$ cat src/rtl/branch_pred_pcsel.sv
// Bimodal branch predictor with priority PC-select and flush; table init sweeps 2**IDX_W cycles after rst.
// Optional BP_STATS_EN macro builds resolved-branch / mispredict counters; otherwise the stat outputs read 0.
module branch_pred_pcsel #(
  parameter int         PC_W     = 32,
  parameter int         IDX_W    = 6,
  parameter logic [1:0] CTR_INIT = 2'b01
) (
  input  logic            clk,
  input  logic            rst,
  input  logic            if_valid,
  input  logic [PC_W-1:0] if_pc,
  input  logic            if_is_branch,
  output logic            pred_taken,
  input  logic            res_valid,
  input  logic [PC_W-1:0] res_pc,
  input  logic [6:0]      res_opcode,
  input  logic [2:0]      res_funct3,
  input  logic            res_pred_taken,
  input  logic            BrEq,
  input  logic            BrLt,
  input  logic            is_jal_id,
  input  logic            stall,
  output logic [2:0]      PCSel,
  output logic            flush,
  output logic            bp_ready,
  output logic [31:0]     stat_branches,
  output logic [31:0]     stat_mispred
);

  localparam logic [0:0] ST_INIT = 1'b0;
  localparam logic [0:0] ST_RUN  = 1'b1;
  localparam int         DEPTH   = 1 << IDX_W;
  localparam logic [6:0] OP_BR   = 7'b1100011;
  localparam logic [6:0] OP_JALR = 7'b1100111;

  logic [0:0]       r_state;
  logic [IDX_W-1:0] r_ptr;
  logic [1:0]       r_bht [DEPTH];

  logic             w_run;
  logic [IDX_W-1:0] w_if_idx;
  logic [IDX_W-1:0] w_res_idx;
  logic [1:0]       w_if_ctr;
  logic [1:0]       w_res_ctr;
  logic [1:0]       w_ctr_next;
  logic             w_is_br;
  logic             w_is_jalr;
  logic             w_taken;
  logic             w_mispred;
  logic             w_upd;
  logic             w_unused;

  assign w_unused  = ^{if_pc, res_pc};
  assign w_run     = (r_state == ST_RUN);
  assign w_if_idx  = if_pc[IDX_W+1:2];
  assign w_res_idx = res_pc[IDX_W+1:2];
  assign w_if_ctr  = r_bht[w_if_idx];
  assign w_res_ctr = r_bht[w_res_idx];

  assign pred_taken = w_run & if_valid & if_is_branch & w_if_ctr[1];
  assign bp_ready   = w_run;

  // funct3 010/011 are not legal branch encodings and never count as branches
  assign w_is_br   = (res_opcode == OP_BR) && (res_funct3[2:1] != 2'b01);
  assign w_is_jalr = res_valid && (res_opcode == OP_JALR);

  always_comb begin
    w_taken = 1'b0;
    case (res_funct3)
      3'b000:          w_taken = BrEq;
      3'b001:          w_taken = ~BrEq;
      3'b100, 3'b110:  w_taken = BrLt;
      3'b101, 3'b111:  w_taken = ~BrLt;
      default:         w_taken = 1'b0;
    endcase
  end

  assign w_mispred = res_valid & w_is_br & (w_taken != res_pred_taken);
  assign w_upd     = w_run & res_valid & w_is_br & ~stall;
  assign flush     = w_mispred | w_is_jalr;

  always_comb begin
    PCSel = 3'd0;
    if (w_mispred && w_taken)       PCSel = 3'd2;
    else if (w_mispred)             PCSel = 3'd4;
    else if (w_is_jalr)             PCSel = 3'd2;
    else if (is_jal_id)             PCSel = 3'd1;
    else if (pred_taken)            PCSel = 3'd3;
  end

  always_comb begin
    w_ctr_next = w_res_ctr;
    if (w_taken && w_res_ctr != 2'b11)       w_ctr_next = w_res_ctr + 2'd1;
    else if (!w_taken && w_res_ctr != 2'b00) w_ctr_next = w_res_ctr - 2'd1;
  end

  always_ff @(posedge clk) begin
    if (rst) begin
      r_state <= ST_INIT;
      r_ptr   <= '0;
    end else if (r_state == ST_INIT) begin
      r_ptr <= r_ptr + IDX_W'(1);
      if (r_ptr == {IDX_W{1'b1}}) r_state <= ST_RUN;
    end
  end

  // Table has no reset of its own; the INIT sweep is what clears it
  always_ff @(posedge clk) begin
    if (r_state == ST_INIT) r_bht[r_ptr] <= CTR_INIT;
    else if (w_upd)         r_bht[w_res_idx] <= w_ctr_next;
  end

`ifdef BP_STATS_EN
  logic [31:0] r_stat_br;
  logic [31:0] r_stat_mis;

  always_ff @(posedge clk) begin
    if (rst) begin
      r_stat_br  <= '0;
      r_stat_mis <= '0;
    end else if (w_upd) begin
      r_stat_br <= r_stat_br + 32'd1;
      if (w_mispred) r_stat_mis <= r_stat_mis + 32'd1;
    end
  end

  assign stat_branches = r_stat_br;
  assign stat_mispred  = r_stat_mis;
`else
  assign stat_branches = 32'd0;
  assign stat_mispred  = 32'd0;
`endif

endmodule
$ cat config.mk
export PLATFORM = sky130hd
export DESIGN_NAME = branch_pred_pcsel
export DESIGN_NICKNAME = d
export VERILOG_FILES = /design/src/rtl/branch_pred_pcsel.sv
export SDC_FILE = /design/constraint.sdc
export NUM_CORES = 1
export LEC_CHECK = 0
export ABC_AREA = 1
export CAP_MARGIN = 30
export CORE_ASPECT_RATIO = 0.5
export CORE_MARGIN = 3
export CORE_UTILIZATION = 40
export DETAILED_ROUTE_END_ITERATION = 10
export PLACE_DENSITY = 0.64
export SLEW_MARGIN = 5
export SYNTH_ARGS = -nofsm -noshare
export SYNTH_HDL_FRONTEND = slang
export SYNTH_SLANG_ARGS = --single-unit
$ cat constraint.sdc
create_clock -name clk -period 6.7 [get_ports clk]
set_input_delay 2.01 -clock clk [delete_from_list [all_inputs] [get_ports clk]]
set_output_delay 2.01 -clock clk [all_outputs]
set_load 0.005 [all_outputs]
==> results of run 1 <==
power by group through the flow:
stage          Sequential, mW  Combinational, mW  Clock (mW)
5_1_grt                 0.916              0.203        1.04
6_report                0.916              0.184        1.00
3_3_place_gp            0.934              0.179           0
2_1_floorplan           0.933              0.140           0
3_5_place_dp            0.934              0.182           0
4_1_cts                 0.916              0.182        1.01
path summary, 6_finish.rpt:
path                              startpoint          end  depth (start not counted)
worst max-delay path                if_pc[3]     PCSel[1]                         12
worst min-delay path                r_ptr[0]     r_ptr[0]                          2
worst max register to register  r_bht[46][0]  r_bht[8][1]                         15
worst min register to register      r_ptr[0]     r_ptr[0]                          2
cell usage after synthesis, drive strengths merged, types with 2 or more instances:
| master | count | area share [%] |
|---|---|---|
| nor3b | 4 | 0.40 |
| buf | 95 | 8.7 |
| clkbuf | 7 | 0.35 |
| nand2 | 279 | 14 |
| nor2 | 79 | 4.2 |
| o21ai | 10 | 0.92 |
| nor3 | 6 | 0.40 |
| edfxtp | 128 | 52 |
| or2 | 2 | 0.17 |
| dfxtp | 7 | 1.9 |
| ha | 3 | 0.50 |
| a21oi | 11 | 1.0 |
| inv | 38 | 1.9 |
| nand3 | 173 | 12 |
| clkinv | 3 | 0.17 |
layer usage:
layer  GRT usage (%)  wire [um]  vias to the layer above
met5               0          0                        -
li1                -          -                     2789
met1            25.4       8000                     2772
met2            32.4       8870                      305
met3            3.53       1890                       29
met4            6.04        305                        0
final cells by class:
type / instances / area [um^2] / area share [%]
Sequential cell: 135 / 3980 / 47.0
Multi-Input combinational cell: 637 / 2890 / 34.1
Timing Repair Buffer: 53 / 510 / 6.03
Clock buffer: 19 / 443 / 5.23
Tap cell: 234 / 293 / 3.46
Clock inverter: 13 / 195 / 2.30
Inverter: 41 / 158 / 1.86
stage by stage:
stage / setup WS, ns / cell area [um^2] / power [mW] / util [%] / std cells
after global placement: 0.313 / 7830 / 1.11 / 43.9 / 1100
after CTS: 0.299 / 8470 / 2.11 / 47.5 / 1132
after detailed placement: 0.317 / 7830 / 1.12 / 43.9 / 1100
final: 0.303 / 8470 / 2.10 / 47.5 / 1132
after global routing: 0.147 / 8470 / 2.16 / 47.5 / 1132
after floorplan: 0.696 / 7690 / 1.07 / - / 915
worst register-to-register path: stages (launching register included):
cell	delay (ns)
edfxtp_1	0.32
o21ai_0	0.07
o22ai_1	0.17
nand2_1	0.08
nand2_1	0.07
nand2_1	0.07
nand2_1	0.13
nand3_1	0.14
nand2_1	0.16
inv_1	0.06
ha_1	0.19
or2_2	0.31
nand2_1	0.11
nand2_1	0.11
a21oi_4	0.52
buf_4	0.50
flip-flops by register name, indices dropped and copies added, names as in the netlist:
register	count
bp_ready	1
r_bht	128
r_ptr	6
placed cells by master, fill, tap and decap left out, types with 6 or more instances in the layout:
cell type,synthesis,routed
nand2_1,270,270
nand3_1,162,161
edfxtp_1,128,128
nor2_1,76,76
conb_1,1,64
clkdlybuf4s50_1,0,36
inv_1,32,32
clkbuf_16,0,17
buf_4,68,14
nand3_2,11,12
a21oi_1,9,8
o21ai_0,7,7
nand2_2,7,7
dfxtp_1,7,7
nor3_1,6,6
logic make-up after synthesis:
kind of cell	count (synthesis)	share of synthesized area (%)
adders and majority gates	3	0.504
and+or+nand+nor	545	32.4
other	1	0.0503
DFF	135	53.5
AOI/OAI and AO/OA	25	2.35
buffers and inverters	143	11.2
==> metrics.yaml, run 1 <==
grt:
  grt_overflow: 0
  grt_max_degree: 65
  antenna_found_initial: 0
  grtUsageTotal_pct: 19.1
  grt_pass1_vias: 5482
  grt_pass1_wl_mm: 29.2
routing:
  drt-initial-drc-count: 526
  first_pass_iters: 5
  drc_errors: 0
  wl_per_cell_um: 16.8
  viasPerCell: 5.21
  detail-route-antenna-nets: 0
  finalWirelength_mm: 19.1
  num_vias: 5895
worst_setup_path:
  criticalPathCategory: "input port to output port"
  path_buf_inv: 3
  critPathRequiredTime_ns: 4.69
  critPathLaunchType: "input port"
  r2r_slack_ns: 3.40
  arrival_ns: 4.39
  cpPeakStageDelay_ns: 0.52
  crit_path_cell_trace: "clkdlybuf4s50_1 > inv_1 > nand3_1 > nand3_1 > nand2_1 > nand2_1 > nand3_1 > nand3_1 > nand2_1 > nand3_1 > a21oi_1 > clkdlybuf4s50_1"
  critPathCaptureType: "output port"
  slowest_stage: "clkdlybuf4s50_1"
  cpLargestDelayFamily: "buffers and inverters"
  cp_max_fo: 16
  crit_top_cell: "nand3_1"
synthesis:
  syn-mean-instance-area_um2: 8.75
  synth.yosys.seq_area_share_pct: 53.5
  synthArstFlopShare_pct: 0
  yosysUniqueCellTypes: 36
  synth_area_um2: 7450
  synthFlopType: "edfxtp_1"
  syn_inst: 852
  ys_ff_latch: 135
  synth_edf_count: 128
  yosysWarningCount: 0
floorplan:
  die_area_um2: 20400
  placement_rows: 34
  num_io_pins: 154
  dieHeight_um: 103
  start_util_pct: 41.8
  die_w_um: 199
  core-area_um2: 17800
outcome:
  status: "finished, final reports clean"
cells_and_area:
  final_nets: 972
  antenna_cells: 0
  nFillCells: 1662
  area_growth_pct: 13.7
  drive_gt1_share_pct: 9.80
clock_network:
  cts_resized: 0
  clkLatencyLatePin_ns: 0.43
  cts_buffers: 17
  post_cts_buffers: 0
  clockBufferDepth: 2
  clkTransAtPathRegs_ns: 0.06
  holdBufCountCts: 0
  htreeDepth: 4
  cts_tree: "yes"
  cts_root_buf: "clkbuf_16"
  cts.sinks: 135
placed_design:
  dpl.hpwl_mm: 12.3
  io_buffers: 37
  place.gp.congestion: 0.862
sta:
  maxSlewHeadroom_pct: 51.8
  setup_viol: 0
  fin_setup_tns_ns: 0
  hold-worst-slack_ns: 0.543
  rsz0062_at_grt: "no"
  hold_viol_final: 0
  tightest_slew_ns: 0.722
  finalCritPeriodShare_pct: 95.5
  skew_ns: 0.0153
  layout_min_cycle_time_ns: 6.40
  fmax_ghz: 0.156
  slew_viol_final: 0
pwr:
  comb_power_share_pct: 8.7
  cellLeakagePower_nw: 3.40
  power_density_nw_per_um2: 248
  vdd_drop_max_uv: 193
  p_switching_mw: 0.494
  power_switching_share_pct: 23.5
  p_int_mw: 1.61
  clock_power_share_pct: 47.7
  seq_power_share_pct: 43.5
worst_hold_path:
  hp-class: "flip-flop to flip-flop"
flow_run:
  maxCapViolCount: 0
Power figures use the tool's default switching activity.
==> run 2: changes to the inputs <==
--- a/config.mk
+++ b/config.mk
@@ -5,11 +5,11 @@
 export SDC_FILE = /design/constraint.sdc
 export NUM_CORES = 1
 export LEC_CHECK = 0
-export ABC_AREA = 1
 export CAP_MARGIN = 30
 export CORE_ASPECT_RATIO = 0.5
 export CORE_MARGIN = 3
 export CORE_UTILIZATION = 40
+export CTS_CLUSTER_DIAMETER = 80
 export DETAILED_ROUTE_END_ITERATION = 10
 export PLACE_DENSITY = 0.64
 export SLEW_MARGIN = 5
==> run 2 against run 1 <==
  * Core utilization increased by 1.0 points
  * Non-clock buffer count decreased by 1
  * Setup slack got worse by 0.20 ns
  * First-iteration DRC count decreased by 13%
  * Combinational power decreased by 15%
  * Sequential power increased by 0.4%
  * Clock power decreased by 7%
==> metrics.yaml, run 2 <==
outcome:
  status: "finished, final reports clean"
cells_and_area:
  final_nets: 662
  largest_register_ffs: 128
  max_flop_register: "r_bht"
  drive_gt1_share_pct: 16.0
  nFillCells: 1412
  mostFrequentLayoutCells: "128 x edfxtp_1, 87 x nor2_1, 64 x conb_1"
  area_growth_pct: 14.8
  final_common_cell: "edfxtp_1"
  antenna_cells: 0
  final_util_pct: 48.5
floorplan:
  die_area_um2: 19700
  placement_rows: 33
  num_io_pins: 154
  dieHeight_um: 101
  die_w_um: 195
  core-area_um2: 17000
  start_util_pct: 42.3
worst_setup_path:
  slowest_stage: "mux4_2"
  path_buf_inv: 3
  cpLargestDelayFamily: "buffers and inverters"
  critPathRequiredTime_ns: 4.69
  cpPeakStageDelay_ns: 0.52
  cp_max_fo: 11
  critPathLaunchType: "input port"
  critPathCaptureType: "output port"
  criticalPathCategory: "input port to output port"
  arrival_ns: 4.59
  crit_path_cell_trace: "clkdlybuf4s50_1 > buf_12 > mux4_2 > mux2i_1 > a22o_1 > o22a_1 > a21oi_1 > clkdlybuf4s50_1"
  crit_top_cell: "clkdlybuf4s50_1"
placed_design:
  place.gp.congestion: 0.847
  dpl.hpwl_mm: 11.2
  io_buffers: 37
sta:
  slew_viol_final: 0
  maxSlewHeadroom_pct: 25.9
  hold_viol_final: 0
  fmax_ghz: 0.152
  hold-worst-slack_ns: 0.614
  fin_setup_tns_ns: 0
  tightest_slew_ns: 1.10
  finalCritPeriodShare_pct: 98.5
  rsz0062_at_grt: "no"
  skew_ns: 0.0146
  setup_viol: 0
  layout_min_cycle_time_ns: 6.60
grt:
  grtUsageTotal_pct: 17.6
  grt_overflow: 0
  antenna_found_initial: 0
  grt_pass1_wl_mm: 25.7
  grt_pass1_vias: 4455
  grt_max_degree: 65
synthesis:
  synth_compound_area_share_pct: 4.33
  synth_area_um2: 7170
  ys_ff_latch: 135
  synth-simple-area-share_pct: 11.4
  ys_top_cells_by_area: "edfxtp_1 54%, mux4_2 14%, buf_4 6.8%"
  synth_edf_count: 128
  synthArstFlopShare_pct: 0
  synth-xor-area-share_pct: 0.611
  syn-mean-instance-area_um2: 13.4
  yosys-top-cells-count: "128 x edfxtp_1, 87 x nor2_1, 65 x buf_4"
  yosysWarningCount: 0
  synthFlopType: "edfxtp_1"
  synth_adder_area_share_pct: 0.523
  synth.area.mux_share_pct: 18.3
  yosysUniqueCellTypes: 54
  synth_top_family_by_area: "multiplexers"
  synth.yosys.seq_area_share_pct: 55.6
  synthDominantCellAreaShare_pct: 53.6
  syn_inst: 534
  synth_top_cell_by_area: "edfxtp_1"
  yosysMostFrequentCell: "edfxtp_1"
pwr:
  cellLeakagePower_nw: 2.94
  power_density_nw_per_um2: 244
  vdd_drop_max_uv: 162
clock_network:
  cts.sinks: 135
  holdBufCountCts: 0
  cts_resized: 0
  clkTransAtPathRegs_ns: 0.06
  htreeDepth: 4
  clockBufferDepth: 2
  cts_buffers: 17
  post_cts_buffers: 0
  cts_tree: "yes"
  clkLatencyLatePin_ns: 0.43
  cts_root_buf: "clkbuf_16"
routing:
  drt-initial-drc-count: 457
  viasPerCell: 5.49
  wl_per_cell_um: 20.2
  detail-route-antenna-nets: 0
  first_pass_iters: 5
  finalWirelength_mm: 16.5
  num_vias: 4476
  drc_errors: 0
flow_run:
  maxCapViolCount: 0
worst_hold_path:
  hp-class: "flip-flop to flip-flop"
## run 2: cell families after synthesis
logic type                 after synthesis
buffers and inverters                  103
AOI/OAI and AO/OA                       46
and+or+nand+nor                        174
adders and majority gates                3
DFF                                    135
muxes                                   67
xor gates and xnor gates                 5
other                                    1
## run 2: power by group
group          total (mW)  internal [mW]  leakage (nW)  switching, mW
Sequential          0.920          0.914          1.34        0.00604
Clock               0.929          0.555         0.286          0.374
Combinational       0.156         0.0696          1.31         0.0863
Total                2.01           1.54          2.94          0.466
## run 2: through the flow
stage,std cells,setup slack (ns),total power [mW],instance area [um^2]
6_report,815,0.101,2.01,8230
5_1_grt,815,0.0206,2.07,8230
4_1_cts,814,0.150,2.01,8230
3_5_place_dp,782,0.157,1.09,7630
3_3_place_gp,777,0.175,1.09,7580
2_1_floorplan,597,1.16,1.06,7410
## run 2: path summary, 6_finish.rpt
kind | start | endpoint | slack, ns | cells after the start
worst max-delay path | if_pc[2] | PCSel[0] | 0.10 | 8
worst min-delay path | r_ptr[5] | r_ptr[5] | 0.61 | 2
worst max register to register | r_bht[18][1] | r_bht[47][1] | 3.25 | 9
worst min register to register | r_ptr[5] | r_ptr[5] | 0.61 | 2
## run 2: worst reg2reg max path: stages, from the launching register on
cell and delay, ns:
edfxtp_1 0.42, mux4_1 0.54, mux4_2 0.50, mux2i_1 0.24, o22ai_1 0.19, inv_1 0.09
ha_1 0.25, a31oi_1 0.19, o311a_2 0.61, buf_16 0.25
## run 2: layer usage
metal | wire length (um) | up-vias | global-route usage [%]
met4 | 344 | 0 | 6.68
met5 | 0 | - | 0
li1 | - | 2004 | -
met1 | 6720 | 2216 | 22.6
met3 | 1570 | 25 | 5.44
met2 | 7850 | 231 | 28.5
## run 2: final cells by class
class                           instances  area [um^2]  area share (%)
Clock inverter                         15          165            2.01
Sequential cell                       135         3980            48.4
Clock buffer                           17          425            5.17
Multi-Input combinational cell        359         2760            33.6
Timing Repair Buffer                   52          573            6.96
Tap cell                              227          284            3.45
Inverter                               10         37.5           0.456
